$ cat src/rtl/spi_sync_fifo.sv
// Single-clock FIFO for the SPI TX/RX paths; 1-cycle registered read, no fall-through.
// Rejected writes (full) and reads (empty) leave state intact and raise sticky error flags.
module spi_sync_fifo #(
  parameter int DATA_W   = 8,
  parameter int DEPTH    = 16,
  parameter int AF_LEVEL = DEPTH - 2,
  parameter int AE_LEVEL = 2,
  localparam int AW      = $clog2(DEPTH),
  localparam int CW      = AW + 1
) (
  input  logic              clk_i,
  input  logic              rst_i,
  input  logic              flush_i,
  input  logic              w_en_i,
  input  logic [DATA_W-1:0] data_i,
  input  logic              r_en_i,
  output logic [DATA_W-1:0] data_o,
  output logic              full_o,
  output logic              empty_o,
  output logic              almost_full_o,
  output logic              almost_empty_o,
  output logic [CW-1:0]     count_o,
  output logic              overflow_o,
  output logic              underflow_o,
  input  logic              clr_err_i
);

  logic [DATA_W-1:0] mem [DEPTH];
  logic [AW-1:0]     wp;
  logic [AW-1:0]     rp;
  logic [CW-1:0]     count;
  logic              full;
  logic              empty;
  logic              wa;
  logic              ra;

  assign full  = (count == CW'(DEPTH));
  assign empty = (count == '0);

  // A read frees a slot in the same cycle, so a full FIFO can still take a write.
  assign ra = r_en_i && !empty;
  assign wa = w_en_i && (!full || ra);

  always_ff @(posedge clk_i) begin
    if (!rst_i && !flush_i && wa) begin
      mem[wp] <= data_i;
    end
  end

  always_ff @(posedge clk_i) begin
    if (rst_i) begin
      wp          <= '0;
      rp          <= '0;
      count       <= '0;
      data_o      <= '0;
      overflow_o  <= 1'b0;
      underflow_o <= 1'b0;
    end else if (flush_i) begin
      // Flush drops contents only; data_o and error history survive.
      wp          <= '0;
      rp          <= '0;
      count       <= '0;
      overflow_o  <= overflow_o  && !clr_err_i;
      underflow_o <= underflow_o && !clr_err_i;
    end else begin
      if (wa) begin
        wp <= wp + AW'(1);
      end
      if (ra) begin
        data_o <= mem[rp];
        rp     <= rp + AW'(1);
      end
      if (wa && !ra) begin
        count <= count + CW'(1);
      end else if (ra && !wa) begin
        count <= count - CW'(1);
      end
      overflow_o  <= (overflow_o  && !clr_err_i) || (w_en_i && !wa);
      underflow_o <= (underflow_o && !clr_err_i) || (r_en_i && !ra);
    end
  end

  assign count_o        = count;
  assign full_o         = full;
  assign empty_o        = empty;
  assign almost_full_o  = (count >= CW'(AF_LEVEL));
  assign almost_empty_o = (count <= CW'(AE_LEVEL));

endmodule

$ cat config.mk
export PLATFORM = sky130hd
export DESIGN_NAME = spi_sync_fifo
export DESIGN_NICKNAME = d
export VERILOG_FILES = /design/src/rtl/spi_sync_fifo.sv
export SDC_FILE = /design/constraint.sdc
export NUM_CORES = 1
export LEC_CHECK = 0
export ABC_AREA = 1
export CORE_ASPECT_RATIO = 0.75
export CORE_UTILIZATION = 35
export CTS_CLUSTER_SIZE = 28
export DETAILED_ROUTE_END_ITERATION = 8
export PLACE_DENSITY = 0.52
export SYNTH_ARGS = -nofsm -noshare
export SYNTH_HDL_FRONTEND = slang
export SYNTH_SLANG_ARGS = --single-unit
$ cat constraint.sdc
create_clock -name clk_i -period 3 [get_ports clk_i]
set_input_delay 0.75 -clock clk_i [delete_from_list [all_inputs] [get_ports clk_i]]
set_output_delay 0.75 -clock clk_i [all_outputs]
set_load 0.005 [all_outputs]
Word level (Yosys, flattened, before mapping)
Memories as Yosys holds them, arrays and structs flattened. A register that Yosys moved wholly into a read port is not among the register bits.
Cells that the tools add are included.

operators by class
  magnitude comparators = 2
  add/sub/neg operators = 4
  muxes and demuxes = 6
  equal/unequal tests = 1
  multiply operators = 0
  div/mod/pow operators = 0
  reductions and logical operators = 24
  shifts and indexed selects = 0
  bitwise logic cells = 1

operators with widths
  operator                                                                              count
  1-bit logical AND                                                                     10
  5-bit two-way mux                                                                     2
  4-bit by 1-bit adder with 4-bit output (second input constant)                        2
  1-bit logical NOT                                                                     7
  5-bit by 1-bit adder with 5-bit output (second input constant)                        1
  5-bit == test (second input constant)                                                 1
  5-bit by 4-bit greater-or-equal comparator with 1-bit output (second input constant)  1
  5-bit by 2-bit less-or-equal comparator with 1-bit output (second input constant)     1
  5-bit logical NOT                                                                     1
  5-bit by 1-bit subtractor with 5-bit output (second input constant)                   1
  1-bit two-way mux                                                                     4
  1-bit logical OR                                                                      3
  2-bit AND reduction                                                                   1
  2-bit nonzero test                                                                    1
  2-bit OR reduction                                                                    1
  1-bit NOT                                                                             1

word-level totals
  bits in registers = 15
  word-level logic and storage cells = 44
  memories kept = 1
  latch bits = 0
  output and inout port bits = 19
  bits in writable memories = 128
  bits in read-only memories = 0
  bits of input ports = 14

memories
  name  depth  bits a word  read ports  clocked after memory_dff  wr ports  line  RTL
  mem   16     8            1           1                         1         28    logic [DATA_W-1:0] mem [DEPTH];

Longest topological paths before layout
  depth in word-level cells = 9
  mapped depth = 16
  gate-level depth less buffers = 16

Worst setup path after synthesis
No wires, ideal clock.

  path type = input -> register
  start = input r_en_i
  end = register count[4], in the netlist count_o[4]
  slack = 0.710 ns
  setup time = 0.070 ns
  stages = 14
  required time = 2.930 ns
  buffers on the path = 0
  arrival time = 2.220 ns
  cell sequence = inv_1 nand2_1 nand2_2 inv_2 ha_1 inv_1 fa_1 a21oi_1 nor2_1 nor2_1 nand2_1 nand2_1 nand2_1 a21oi_1

on the way
  longest elaborated chain between the ends = 6
  elaborated cells on any way between the ends = 9
  classes of those cells = mux: 1; reduce/logical: 8

ends and longest elaborated chain
  what                                 line  RTL
  start, declared                      16    input logic r_en_i,
  1-bit logical AND (*)                41    assign ra = r_en_i && !empty;
  1-bit logical OR (*)                 42    assign wa = w_en_i && (!full || ra);
  1-bit logical AND (*)                42
  via wa                               34    logic wa;
  1-bit logical NOT                    75    end else if (ra && !wa) begin
  1-bit logical AND                    75
  2-bit nonzero test (no source line)  -
  end signal, assigned                 74    count <= count + CW'(1);
  end signal, assigned                 76    count <= count - CW'(1);
  end, declared                        31    logic [CW-1:0] count;

The timed path passes the listed nets; every way through them passes the cells marked *.
A chain may end at the register's enable or synchronous reset.

Worst setup path in the final report
Same ends and word-level chain as after synthesis.

==> summary.md <==
| Metric | Value |
|---|---|
| Pins Over Slew Limit | 0 |
| PortBufs | 32 |
| ANT nets after route | 0 |
| Drt first pass iters | 5 |
| Worst-case reg-to-reg path depth | 14 |
| Synth Area in Simple Gates | ~22% |
| Net Switching | approximately 0.0012 W |
| Crit path cell chain | clkdlybuf4s50_1 > inv_1 > nand2_1 > nand2_2 > inv_2 > ha_1 > inv_1 > fa_1 > a21oi_1 > nor2_1 > nor2_1 > nand2_1 > nand2_1 > nand2_1 > a21oi_1 |
| Distinct cells, synth | 26 |
| Synth Area in Compound Gates | 2.60% |
| Hold-fix buffers, CTS | 0 |
| Vias | roughly 4.7k |
| Cell count after synthesis | ~680 |
| Vias/cell | about 4.8 |
| Pwr/cell area | approximately 620 mW/mm² |
| Sequential power share | 47.6% |
| Worst EP required | around 3400 ps |
| Inst Count DP | between 900 and 1k |
| Crit Path Category | input port to flop |
| Fraction of layout cells with a size suffix above 1 | a little under a tenth |
| Slew headroom | around 28% |
| Post-synthesis mux area share | 0% |
| Io pins | 33 |
| Avg Inst Size Synth | slightly below 10 µm² |
| Area leader, netlist | edfxtp_1 |
| Placed Area | about 0.0074 mm² |
| RR Startpoint | count_o[1] |
| WL final | approximately 17000 µm |
| Top-count cell post-synth | nand2_1 |
| Top-area cell type share of the netlist area | around 58% |
| Initial antenna violation count | 0 |
| Peak VDD IR | approximately 0.34 mV |
| Top sig layer | met4 |
| Post-synth EDFFs | between 100 and 150 |
| Post-synth ARST share | 0% |
| Post-cts sizing count | 0 |
| Startpoint types | input port |
| Filler-free cell count of the finished design | 993 |
| H-tree levels | 4 |
| Synth warn | 0 |
| Final hold viol count | 0 |
| Pleak | ~3.3 nW |
| Syn nets | a little over 700 |
| Gate power share | a little under an eighth |
| Status | finished, final reports clean |
| Global route overflow | 0 |
| Part of the cycle the worst path needs | between 80 and 90% |
| Bufs on Longest Clock Path | 2 |
| Area of the core | 0.0186 mm² |
| Levels on crit path | 15 |
| Part of the power in the clock network | 40.6% |
| Clk sink count | about 150 |
| Chip height | between 100 and 150 µm |
| Clock Skew | 8.92 ps |
| GRT Util Overall | 18.2% |
| Seq cells post-synth | about 150 |
| Postcts setup bufs | 0 |
| Residual DRC | 0 |
| Worst stage delay on the critical path | ~500 ps |
| Worst path most repeated cell | nand2_1 |
| Number of DRC violations after detailed-routing iteration 0 | approximately 530 |
| Drt wl/cell | between 15 and 20 µm |
| Filler instances | 1846 |
| Crit path buf inv count | 4 |
| Fin Setup TNS | 0 ps |
| Crit path time final | roughly 2600 ps |
| CP startpoint | r_en_i |
| Cell internal pwr | roughly 0.0037 W |
| Post-synth top flop | edfxtp_1 |
| Worst slew pin tran | between 1000 and 1500 ps |
| Max cap viols | 0 |
| Design area | around 0.008 mm² |
| CTS tree | built |
| Fmax | 389 MHz |
| RSZ-0062 raised after global routing | false |
| Post-DP HPWL | between 10000 and 15000 µm |
| Crit-path slowest cell | clkdlybuf4s50_1 |
| Routed wl met3 | approximately 1300 µm |
| Crit path max-delay family | buffers and inverters |
| Reg clk slew, reported paths | 60 ps |
| R2r setup slk | between 500 and 600 ps |
| RePlAce Congestion | just over 0.9 |
| M1 WL | ~8200 µm |
| Worst Hold Class | flop to flop |
| Net Sw Frac | around 25% |
| CTS buffer count | 17 |
| Ranking of synthesized cells by area | edfxtp_1 (58%), nand2_1 (12%), nand3_1 (7.4%) |
| Vias in the first global route | 4413 |
| Post-synth top cells | nand2_1 (218), edfxtp_1 (128), inv_1 (99), nand3_1 (99) |
| Crit path max fanout | 7 |
| Die width | 162 µm |
| Adder-cell area share of the yosys netlist | under 10% |
| Synth-to-layout area growth | 18.4% |
| Synth Cell Area | ~0.0067 mm² |
| DIE AREA | around 0.020 mm² |
| Largest net degree at the start of global routing | 67 |
| Antenna diode count | 0 |
| Crit end category | flop |
| Initial core utilization | ~36% |
| Rows | 43 |
| Root buf cell | clkbuf_16 |
| Final core utilization | a little over two fifths |
| R2R Path End | count_o[3] |
| Main combinational cell family by area after synthesis | simple AND/OR/NAND/NOR gates |
| First-pass GRT wire length | around 26000 µm |
| Final setup viols | 0 |
| Final Net Count | roughly 760 |
| Worst Setup EP | count_o[4] |
| Clk Latency, worst-skew pair | between 400 and 500 ps |
| Worst EP arrival | 2920 ps |
| Post-synthesis xor/xnor area fraction | 0.786% |
| Register area share after synthesis | between 60% and 70% |
| Met2 wire len | slightly below 7000 µm |
[stage by stage]
step	setup slack, ps	hold WS [ps]	power [W]
floorplan	710	472	0.00270
global placement	88.6	483	0.00295
detailed placement	35.2	483	0.00296
CTS	429	492	0.00494
global route	257	526	0.00511
finish	430	500	0.00491
[worst register-to-register path, stage by stage, from the launching register on]
cell and delay (ps):
dfxtp_1 400, nor2_2 170, nand3_1 80, nor2_1 170, nand2_1 100, nand2_2 140
inv_2 50, ha_1 230, inv_1 150, ha_1 300, a21oi_1 150, nand2_1 80
xor2_1 130, o21ai_0 160, inv_1 70
[power groups by stage]
stage	Sequential, W	Clock [W]	Combinational [W]
finish	0.00234	0.00199	0.000581
global route	0.00234	0.00212	0.000647
CTS	0.00234	0.00203	0.000580
detailed placement	0.00238	0	0.000577
global placement	0.00238	0	0.000570
floorplan	0.00238	0	0.000327
[final cells by class]
cell class	count	area, µm²	share of cell area, %
multi-input cells	398	1830	23.1
well taps	247	309	3.90
inverters	106	398	5.03
repair buffers	59	536	6.76
clock inverters	11	103	1.30
clock buffers	21	440	5.56
flip-flops and latches	151	4310	54.4
[state kept, by name, summed over array words and instances, names as in the netlist]
name	flops
mem	128
data_o	8
count_o	5
rp	4
wp	4
overflow_o	1
underflow_o	1
[routing by layer]
layer	track usage [%]	vias to the layer above
met5	0	-
met4	5.60	0
met3	4.94	16
met2	25.1	142
met1	27.4	2255
li1	-	2310
[cell usage in the layout, fill, tap and decap left out, types with 2 or more instances in the layout]
master	netlist	final
nand2_1	218	218
edfxtp_1	128	128
inv_1	99	99
nand3_1	99	99
clkdlybuf4s50_1	0	32
buf_4	7	26
nor2_1	23	23
dfxtp_1	23	22
a21oi_1	21	21
clkbuf_16	0	17
o21ai_0	9	9
ha_1	9	9
inv_2	5	5
nand2_2	5	5
xor2_1	5	5
clkbuf_1	2	4
clkinv_2	0	3
clkinv_4	0	3
clkinvlp_4	0	3
clkinv_1	2	2
[kinds of logic (layout without fill, tap and decap cells)]
kind of cell,after synthesis,in the layout
AOI/OAI and AO/OA,33,33
adders and majority gates,10,10
xor gates and xnor gates,6,6
buffers and inverters,133,197
and+or+nand+nor,349,349
DFF,151,151
[worst min-delay path by stage]
stage / startpoint / endpoint / cells past startpoint
after floorplan: wp[3] / wp[3] / 2
after global placement: underflow_o / underflow_o / 2
after detailed placement: underflow_o / underflow_o / 2
after CTS: underflow_o / underflow_o / 2
after global routing: underflow_o / underflow_o / 2
final: underflow_o / underflow_o / 2
(Power assumes the default switching activity.)
